<file path="src/rtl/async_fifo_pkg.sv">
// Shared definitions for the async FIFO read-side blocks.
package async_fifo_pkg;

  localparam int unsigned DsizeDefault = 8;

  // StIdle: no pending word, StHold: one popped word waiting in the pending register.
  typedef enum logic {
    StIdle = 1'b0,
    StHold = 1'b1
  } rd_state_e;

endpackage

</file>
<file path="src/rtl/fifo_rd_framer_if.sv">
// FIFO read port plus framed output stream; master is the framer side.
interface fifo_rd_framer_if
  import async_fifo_pkg::*;
#(
  parameter int unsigned DSIZE = DsizeDefault
) ();

  logic             rempty;
  logic [DSIZE-1:0] rdata;
  logic             rinc;
  logic             m_valid;
  logic             m_ready;
  logic [DSIZE-1:0] m_data;
  logic             m_last;

  modport master (
    input  rempty, rdata, m_ready,
    output rinc, m_valid, m_data, m_last
  );

  modport slave (
    output rempty, rdata, m_ready,
    input  rinc, m_valid, m_data, m_last
  );

endinterface

</file>
<file path="src/rtl/fifo_rd_outreg.sv">
// Single-entry output register: loads a word when asked, drops valid once it is accepted.
module fifo_rd_outreg
  import async_fifo_pkg::*;
#(
  parameter int unsigned DSIZE = DsizeDefault
) (
  input  logic             rclk,
  input  logic             rrst_n,
  input  logic             load,
  input  logic [DSIZE-1:0] ld_data,
  input  logic             ld_last,
  input  logic             ready,
  output logic             valid,
  output logic [DSIZE-1:0] data,
  output logic             last
);

  logic             valid_q;
  logic [DSIZE-1:0] data_q;
  logic             last_q;

  always_ff @(posedge rclk or negedge rrst_n) begin
    if (!rrst_n) begin
      valid_q <= 1'b0;
      data_q  <= '0;
      last_q  <= 1'b0;
    end else if (load) begin
      valid_q <= 1'b1;
      data_q  <= ld_data;
      last_q  <= ld_last;
    end else if (ready) begin
      valid_q <= 1'b0;
    end
  end

  assign valid = valid_q;
  assign data  = data_q;
  assign last  = last_q;

endmodule

</file>
<file path="src/rtl/fifo_rd_framer.sv">
// Pops a first-word-fall-through FIFO and emits framed words, closing partial frames on idle.
// Optional FIFO_RD_FRAMER_STATS_EN adds 16-bit frame_cnt and tmo_cnt outputs.
module fifo_rd_framer
  import async_fifo_pkg::*;
#(
  parameter int unsigned DSIZE     = DsizeDefault,
  parameter int unsigned FRAME_LEN = 4,
  parameter int unsigned TIMEOUT   = 16
) (
  input  logic                   rclk,
  input  logic                   rrst_n,
  fifo_rd_framer_if.master       bus
`ifdef FIFO_RD_FRAMER_STATS_EN
  ,
  output logic [15:0]            frame_cnt,
  output logic [15:0]            tmo_cnt
`endif
);

  localparam int unsigned     BeatW    = (FRAME_LEN > 1) ? $clog2(FRAME_LEN) : 1;
  localparam logic [BeatW-1:0] BeatLast = BeatW'(FRAME_LEN - 1);
  localparam logic [15:0]      IdleLast = 16'(TIMEOUT - 1);

  rd_state_e        state_q, state_d;
  logic [DSIZE-1:0] pend_data_q;
  logic [BeatW-1:0] beat_q, beat_d;
  logic [15:0]      idle_q, idle_d;

  logic pend_v, out_ld, rinc, pend_last, timeout, emit, emit_last;

  assign pend_v    = (state_q == StHold);
  assign out_ld    = !bus.m_valid || bus.m_ready;
  // Reset gating keeps the FIFO untouched while the block is held in reset.
  assign rinc      = rrst_n && !bus.rempty && (!pend_v || out_ld);
  assign bus.rinc  = rinc;
  assign pend_last = pend_v && (beat_q == BeatLast);
  assign timeout   = pend_v && bus.rempty && (idle_q == IdleLast);
  assign emit      = pend_v && out_ld && (rinc || pend_last || timeout);
  assign emit_last = (beat_q == BeatLast) || timeout;

  always_comb begin
    state_d = state_q;
    beat_d  = beat_q;
    idle_d  = '0;
    case (state_q)
      StIdle:  if (rinc) state_d = StHold;
      StHold:  if (emit && !rinc) state_d = StIdle;
      default: state_d = StIdle;
    endcase
    if (emit) beat_d = emit_last ? '0 : beat_q + BeatW'(1);
    // Saturate so a timeout blocked by a stalled output stays asserted.
    if (pend_v && bus.rempty && !emit) begin
      idle_d = (idle_q == IdleLast) ? idle_q : idle_q + 16'd1;
    end
  end

  always_ff @(posedge rclk or negedge rrst_n) begin
    if (!rrst_n) begin
      state_q     <= StIdle;
      pend_data_q <= '0;
      beat_q      <= '0;
      idle_q      <= '0;
    end else begin
      state_q <= state_d;
      beat_q  <= beat_d;
      idle_q  <= idle_d;
      if (rinc) pend_data_q <= bus.rdata;
    end
  end

  fifo_rd_outreg #(
    .DSIZE (DSIZE)
  ) u_outreg (
    .rclk    (rclk),
    .rrst_n  (rrst_n),
    .load    (emit),
    .ld_data (pend_data_q),
    .ld_last (emit_last),
    .ready   (bus.m_ready),
    .valid   (bus.m_valid),
    .data    (bus.m_data),
    .last    (bus.m_last)
  );

`ifdef FIFO_RD_FRAMER_STATS_EN
  logic        tmo_emit;
  logic [15:0] frame_cnt_q, tmo_cnt_q;

  assign tmo_emit = emit && timeout && !pend_last;

  always_ff @(posedge rclk or negedge rrst_n) begin
    if (!rrst_n) begin
      frame_cnt_q <= '0;
      tmo_cnt_q   <= '0;
    end else begin
      if (bus.m_valid && bus.m_ready && bus.m_last) frame_cnt_q <= frame_cnt_q + 16'd1;
      if (tmo_emit) tmo_cnt_q <= tmo_cnt_q + 16'd1;
    end
  end

  assign frame_cnt = frame_cnt_q;
  assign tmo_cnt   = tmo_cnt_q;
`endif

endmodule

</file>
<file path="src/flat_wrapper.sv">
// flat-port wrapper written by rule: the top's interface ports become plain ports
module fifo_rd_framer_flat import async_fifo_pkg::*;
#(
  parameter int unsigned DSIZE     = DsizeDefault,
  parameter int unsigned FRAME_LEN = 4,
  parameter int unsigned TIMEOUT   = 16
)
  (rclk, rrst_n, bus_rempty, bus_rdata, bus_m_ready, bus_rinc, bus_m_valid, bus_m_data, bus_m_last);
  fifo_rd_framer_if #(.DSIZE(DSIZE)) bus_i ();
  input  logic rclk;
  input  logic rrst_n;
  input wire logic [$bits(bus_i.rempty)-1:0] bus_rempty;
  input wire logic [$bits(bus_i.rdata)-1:0] bus_rdata;
  input wire logic [$bits(bus_i.m_ready)-1:0] bus_m_ready;
  output wire logic [$bits(bus_i.rinc)-1:0] bus_rinc;
  output wire logic [$bits(bus_i.m_valid)-1:0] bus_m_valid;
  output wire logic [$bits(bus_i.m_data)-1:0] bus_m_data;
  output wire logic [$bits(bus_i.m_last)-1:0] bus_m_last;
  assign bus_i.rempty = bus_rempty;
  assign bus_i.rdata = bus_rdata;
  assign bus_i.m_ready = bus_m_ready;
  assign bus_rinc = bus_i.rinc;
  assign bus_m_valid = bus_i.m_valid;
  assign bus_m_data = bus_i.m_data;
  assign bus_m_last = bus_i.m_last;
  fifo_rd_framer #(.DSIZE(DSIZE), .FRAME_LEN(FRAME_LEN), .TIMEOUT(TIMEOUT)) u_core (.rclk(rclk), .rrst_n(rrst_n), .bus(bus_i));
endmodule
</file>
<file path="config.mk">
export PLATFORM = sky130hd
export DESIGN_NAME = fifo_rd_framer_flat
export DESIGN_NICKNAME = d
export VERILOG_FILES = /design/src/rtl/async_fifo_pkg.sv /design/src/rtl/fifo_rd_framer_if.sv /design/src/rtl/fifo_rd_outreg.sv /design/src/rtl/fifo_rd_framer.sv /design/src/flat_wrapper.sv
export SDC_FILE = /design/constraint.sdc
export NUM_CORES = 1
export LEC_CHECK = 0
export CORE_MARGIN = 10
export CORE_UTILIZATION = 62
export DETAILED_ROUTE_END_ITERATION = 7
export DONT_BUFFER_PORTS = 1
export PLACE_DENSITY = 0.78
export SLEW_MARGIN = 30
export SYNTH_ARGS = -nofsm -noshare
export SYNTH_HDL_FRONTEND = slang
export SYNTH_HIERARCHICAL = 1
export SYNTH_SLANG_ARGS = --single-unit
export TNS_END_PERCENT = 50
</file>
<file path="constraint.sdc">
create_clock -name rclk -period 3 [get_ports rclk]
set_clock_uncertainty 0.2 [all_clocks]
set_input_delay 0.6 -clock rclk [delete_from_list [all_inputs] [get_ports rclk]]
set_output_delay 0.6 -clock rclk [all_outputs]
set_load 0.1 [all_outputs]
</file>
## Yosys cells after proc, flatten, opt, wreduce, memory -nomap -nowiden

Cells that the tools add are included.

| storage, ports and cells | value |
|---|---|
| flip-flop bits (word level) | 37 |
| bits in latches | 0 |
| RAM bits | 0 |
| ROM bits | 0 |
| output and inout bits | 11 |
| memories | 0 |

| cells by class | value |
|---|---|
| $add $sub $neg | 2 |
| $mul | 0 |
| div/mod/pow operators | 0 |
| magnitude comparators | 0 |
| equal/unequal tests | 3 |
| shift operators | 0 |
| multiplexer cells | 8 |
| bitwise operators | 1 |
| reduce and logical (&&, ||, !) cells | 20 |

Operator list:

| kind | count |
|---|---|
| two-way mux 16 bit | 2 |
| adder 16 x 1 -> 16 bit, second input constant | 1 |
| == test 16 x 4 -> 1 bit, second input constant | 1 |
| logical AND 1 bit | 9 |
| logical NOT 1 bit | 5 |
| logical OR 1 bit | 5 |
| two-way mux 1 bit | 4 |
| adder 2 x 1 -> 2 bit, second input constant | 1 |
| == test 2 bit, second input constant | 1 |
| two-way mux 2 bit | 1 |
| != test 2 bit, second input constant | 1 |
| one-hot mux 1 bit (2 select lines) | 1 |
| nonzero test 2 bit | 1 |
| inverter 1 bit | 1 |

## Logic depth before layout (Yosys ltp)

| depth | value |
|---|---|
| depth after elaboration | 10 |
| mapped depth | 7 |

## Cells and area by module

The synthesis kept the hierarchy.

By module, submodules not included:

| module | times used | cells each | area an instance (um^2) | seq. area each (um^2) |
|---|---|---|---|---|
| fifo_rd_framer | 1 | 130 | 1,421.4 | 675.6 |
| fifo_rd_outreg | 1 | 22 | 409.1 | 250.2 |

## Worst setup path before layout

Ideal clock, no wire load.

| timing | value |
|---|---|
| kind | register to register |
| start point | register u_core.u_outreg.valid_q (netlist: u_core/u_outreg/valid) |
| end point | register u_core.u_outreg.data_q[0] (netlist: u_core/u_outreg/data[0]) |
| data arrival time | 2,816 ps |
| slack | -142 ps |
| cell stages (with the launch flop) | 7 |
| period minus slack after synthesis | 3,142 ps |
| path through | dfrtp_1 -> nand2b_1 -> o211ai_1 -> inv_1 -> o311a_1 -> buf_6 -> mux2_4 |

| between the ends | value |
|---|---|
| word-level cells in the longest chain between the ends | 7 |
| elaborated cells on any way between the ends | 8 |
| those cells by class | reduce/logical (8) |

RTL lines:

| item | line | source |
|---|---|---|
| start, declared | fifo_rd_outreg.sv:18 | `logic valid_q;` |
| start signal, assigned | fifo_rd_outreg.sv:24 | `valid_q <= 1'b0;` |
| start signal, assigned | fifo_rd_outreg.sv:28 | `valid_q <= 1'b1;` |
| start signal, assigned | fifo_rd_outreg.sv:32 | `valid_q <= 1'b0;` |
| logical NOT 1 bit | fifo_rd_framer.sv:32 | `assign out_ld = !bus.m_valid \|\| bus.m_ready;` |
| logical OR 1 bit | fifo_rd_framer.sv:32 |  |
| logical OR 1 bit | fifo_rd_framer.sv:34 | `assign rinc = rrst_n && !bus.rempty && (!pend_v \|\| out_ld);` |
| logical AND 1 bit | fifo_rd_framer.sv:34 |  |
| named net bus_rinc | flat_wrapper.sv:15 | `output wire logic [$bits(bus_i.rinc)-1:0] bus_rinc;` |
| logical OR 1 bit (2 in a row) | fifo_rd_framer.sv:38 | `assign emit = pend_v && out_ld && (rinc \|\| pend_last \|\| timeout);` |
| logical AND 1 bit | fifo_rd_framer.sv:38 |  |
| named net u_core.emit | fifo_rd_framer.sv:29 | `logic pend_v, out_ld, rinc, pend_last, timeout, emit, emit_last;` |
| end signal, assigned | fifo_rd_outreg.sv:29 | `data_q <= ld_data;` |
| end, declared | fifo_rd_outreg.sv:19 | `logic [DSIZE-1:0] data_q;` |

The timed path passes the listed nets, and every way through them passes these cells.
A chain may end at the register's enable or synchronous reset.

## Worst setup path in the final report

| timing | value |
|---|---|
| start point | register u_core.idle_q[0] |
| end point | register u_core.u_outreg.data_q[0] (netlist: u_core/u_outreg/data[0]) |

| between the ends | value |
|---|---|
| word-level cells in the longest chain between the ends | 4 |

RTL lines:

| item | line | source |
|---|---|---|
| start, declared | fifo_rd_framer.sv:27 | `logic [15:0] idle_q, idle_d;` |
| start signal, assigned | fifo_rd_framer.sv:66 | `idle_q <= idle_d;` |
| == test 16 x 4 -> 1 bit | fifo_rd_framer.sv:37 | `assign timeout = pend_v && bus.rempty && (idle_q == IdleLast);` |
| logical AND 1 bit | fifo_rd_framer.sv:37 |  |
| logical OR 1 bit | fifo_rd_framer.sv:38 |  |
| logical AND 1 bit | fifo_rd_framer.sv:38 |  |
| named net u_core.emit | fifo_rd_framer.sv:29 |  |

The timed path passes the listed nets, and every way through them passes these cells.

==> flow_summary.toml <==
[power]
total_power_mw = 2.05
pwr-share-seq = 0.575
max-vdd-ir-drop_mv = 1.02
p_sw_mw = 0.992
clkPwrFrac = 0.174
sw_frac_of_total = 0.485
pwr-share-comb = 0.251
internal_power_mw = 1.05
p_per_area_nw_per_um2 = 1030
p_leak_nw = 0.843

[logic_synthesis]
synth_cell_type_count = 41
synth-simple-area-share = 0.211
syn-num-nets = 166
synth-edff-count = 0
avgSynthCellArea_um2 = 12.0
synth_xor_area_frac = 0.0526
synth_top_family_by_area = "simple AND/OR/NAND/NOR gates"
ys_seq_area_frac = 0.506
synth_top_area_cell = "dfrtp_1"
yosys_most_used_dff = "dfrtp_1"
ys_top_cells_by_count = "dfrtp_1, nor2_1, xnor2_1"
synth_most_common_cell = "dfrtp_1"
synthAdderAreaFrac = 0.0137
netlist.area_leader.share = 0.506
syn_inst = 152
ys_ff_latch = 37
synth-async-reset-ratio = 1.00
synthTopCellsByArea = "dfrtp_1, mux2_4, mux2_2, xnor2_1, nor2_1"
yosys_warnings = 6
synth_compound_area_frac = 0.0663
syn_area_um2 = 1830
synth_mux_area_frac = 0.123

[critical_path]
cp_slowest_stage_delay_ps = 570
cp.required_ps = 3040
crit_fanout = 10
start_kind = "flop"
critical_path_class = "reg2reg"
crit_chain = "ha_1 > nand3_1 > nand4b_4 > nor2_1 > o311a_1 > mux2_4"
critPathArrivalTime_ps = 2750
worst-path-buf-inv = 0
critPathSlowestCell = "o311a_1"
end_kind = "flop"
cp_top_family = "simple AND/OR/NAND/NOR gates"

[clocking]
clk_pin_slew_ps = 120
clock_sinks = 37
cts-buffers-inserted = 5
h-tree-depth = 2
cts_resized = 0
cts_tree = "built"
insertion_delay_ps = 360
cts_buffer_depth = 2
clockRootBuffer = "clkbuf_4"

[place]
dp.cells = 183
gp_congestion = 0.803
dpl-instance-area_um2 = 1870
place_ws_ps = 311
dp_hpwl_mm = 2.29
numPortBuffers = 0

[flow_run]
max_cap_viol_count = 0

[die]
std_cell_rows = 19
die_width_um = 74.3
ioPinCount = 23
initial_core_util = 0.658
core_area_um2 = 2780
die_h_um = 74.3
die_area_um2 = 5530

[route]
drt_iter0_drc = 127
routed_via_density = 6.06
wl_per_cell_um = 17.2
first_pass_iters = 4
via_count = 1169
drc = 0
antenna_left = 0
wl_mm = 3.33

[timing]
fin_crit_sh = 0.902
max_slew_margin = 0.387
hold_violations = 0
slew_violations = 0
rsz0062_at_grt = "no"
period_minus_slack_ps = 2710
setup_slack_ps = 294
finalSetupTns_ps = 0
setup_viol = 0
fmax_ghz = 0.370
timing.hold.ws_ps = 181
worst_slew_pin_slew_ps = 920

[grt]
grt_max_degree = 38
grt_usage = 0.136
grt_pass1_wl_mm = 5.76
grt_pass1_vias = 1232
overflow = 0
grt_antenna_before_repair = 0

[final_layout]
final_cell_area_um2 = 1980
fin_util = 0.712
diodes = 0
area_growth_pct = 8.13
fillers = 193
drive_gt1_frac = 0.253
final_nets = 175
instances_no_fill = 193

[status]
status = "completed"

[worst_hold_path]
worstHoldPathType = "in2reg"
## state kept, by name (all words and copies together), names as in the netlist
| register | flops |
|---|---|
| u_core/idle_q | 16 |
| u_core/pend_data_q | 8 |
| u_core/u_outreg/data | 8 |
| u_core/beat_q | 2 |
| u_core/pend_v | 1 |
| u_core/u_outreg/last | 1 |
| u_core/u_outreg/valid | 1 |
## layout by cell type (no fill, tap or decap), types with 2 or more instances in the layout
| master | count |
|---|---|
| inv_1 | 6 |
| nor4_1 | 6 |
| nand4_1 | 3 |
| mux2_4 | 9 |
| o211ai_1 | 2 |
| nand3_1 | 7 |
| ha_1 | 2 |
| nor2_1 | 17 |
| nor4_4 | 3 |
| nor3_1 | 3 |
| buf_4 | 3 |
| clkbuf_4 | 5 |
| nand2_1 | 8 |
| nand3b_1 | 2 |
| a21oi_1 | 3 |
| dfrtp_1 | 36 |
| xnor2_1 | 10 |
| mux2_2 | 8 |
## worst paths after layout
kind,startpoint,to,slack (ps),cells past startpoint
max in group asynchronous,rrst_n,u_core/u_outreg/valid,1920,2
worst min-delay path,bus_rdata[2],u_core/pend_data_q[2],180,1
min in group asynchronous,rrst_n,u_core/idle_q[4],480,2
worst max register to register,u_core/idle_q[0],u_core/u_outreg/data[0],290,6
worst min register to register,u_core/pend_data_q[5],u_core/u_outreg/data[5],310,1
worst max-delay path,u_core/idle_q[0],u_core/u_outreg/data[0],290,6
## layout make-up
type / count / area, um^2 / area share
Clock buffer: 5 / 37.5 / 0.0190
Inverter: 6 / 22.5 / 0.0114
Timing Repair Buffer: 5 / 52.6 / 0.0265
Clock inverter: 3 / 46.3 / 0.0234
Multi-Input combinational cell: 106 / 855 / 0.432
Tap cell: 31 / 38.8 / 0.0196
Sequential cell: 37 / 927 / 0.468
## metal layers
metal	part of all wire	track usage	vias up
li1	-	-	567
met3	0.083	0.0731	5
met1	0.44	0.164	560
met5	0	0	-
met4	0.016	0.0569	0
met2	0.46	0.198	37
## kinds of logic (layout without fill, tap and decap cells)
family,Yosys count,count (layout)
adder cells (fa/ha/maj),2,2
AO/OA/AOI/OAI,15,15
flip-flops,37,37
XOR/XNOR,11,11
AND/OR/NAND/NOR,61,61
multiplexers,17,17
buffers and inverters,9,19
## power by group through the flow
stage | combinational (mW) | clock, mW | sequential (mW)
3_3_place_gp | 0.479 | 0 | 1.18
5_1_grt | 0.559 | 0.387 | 1.20
3_5_place_dp | 0.507 | 0 | 1.19
4_1_cts | 0.519 | 0.364 | 1.18
2_1_floorplan | 0.404 | 0 | 1.20
6_report | 0.514 | 0.356 | 1.18
## timing repair
item | CTS | global route
buffers inserted | 0 | 0
endpoints found under the hold margin | 37 | 0
hold buffers | 2 | 0
endpoints found under the setup margin | 0 | 0
Note: power is estimated with default switching activity, not from simulation.
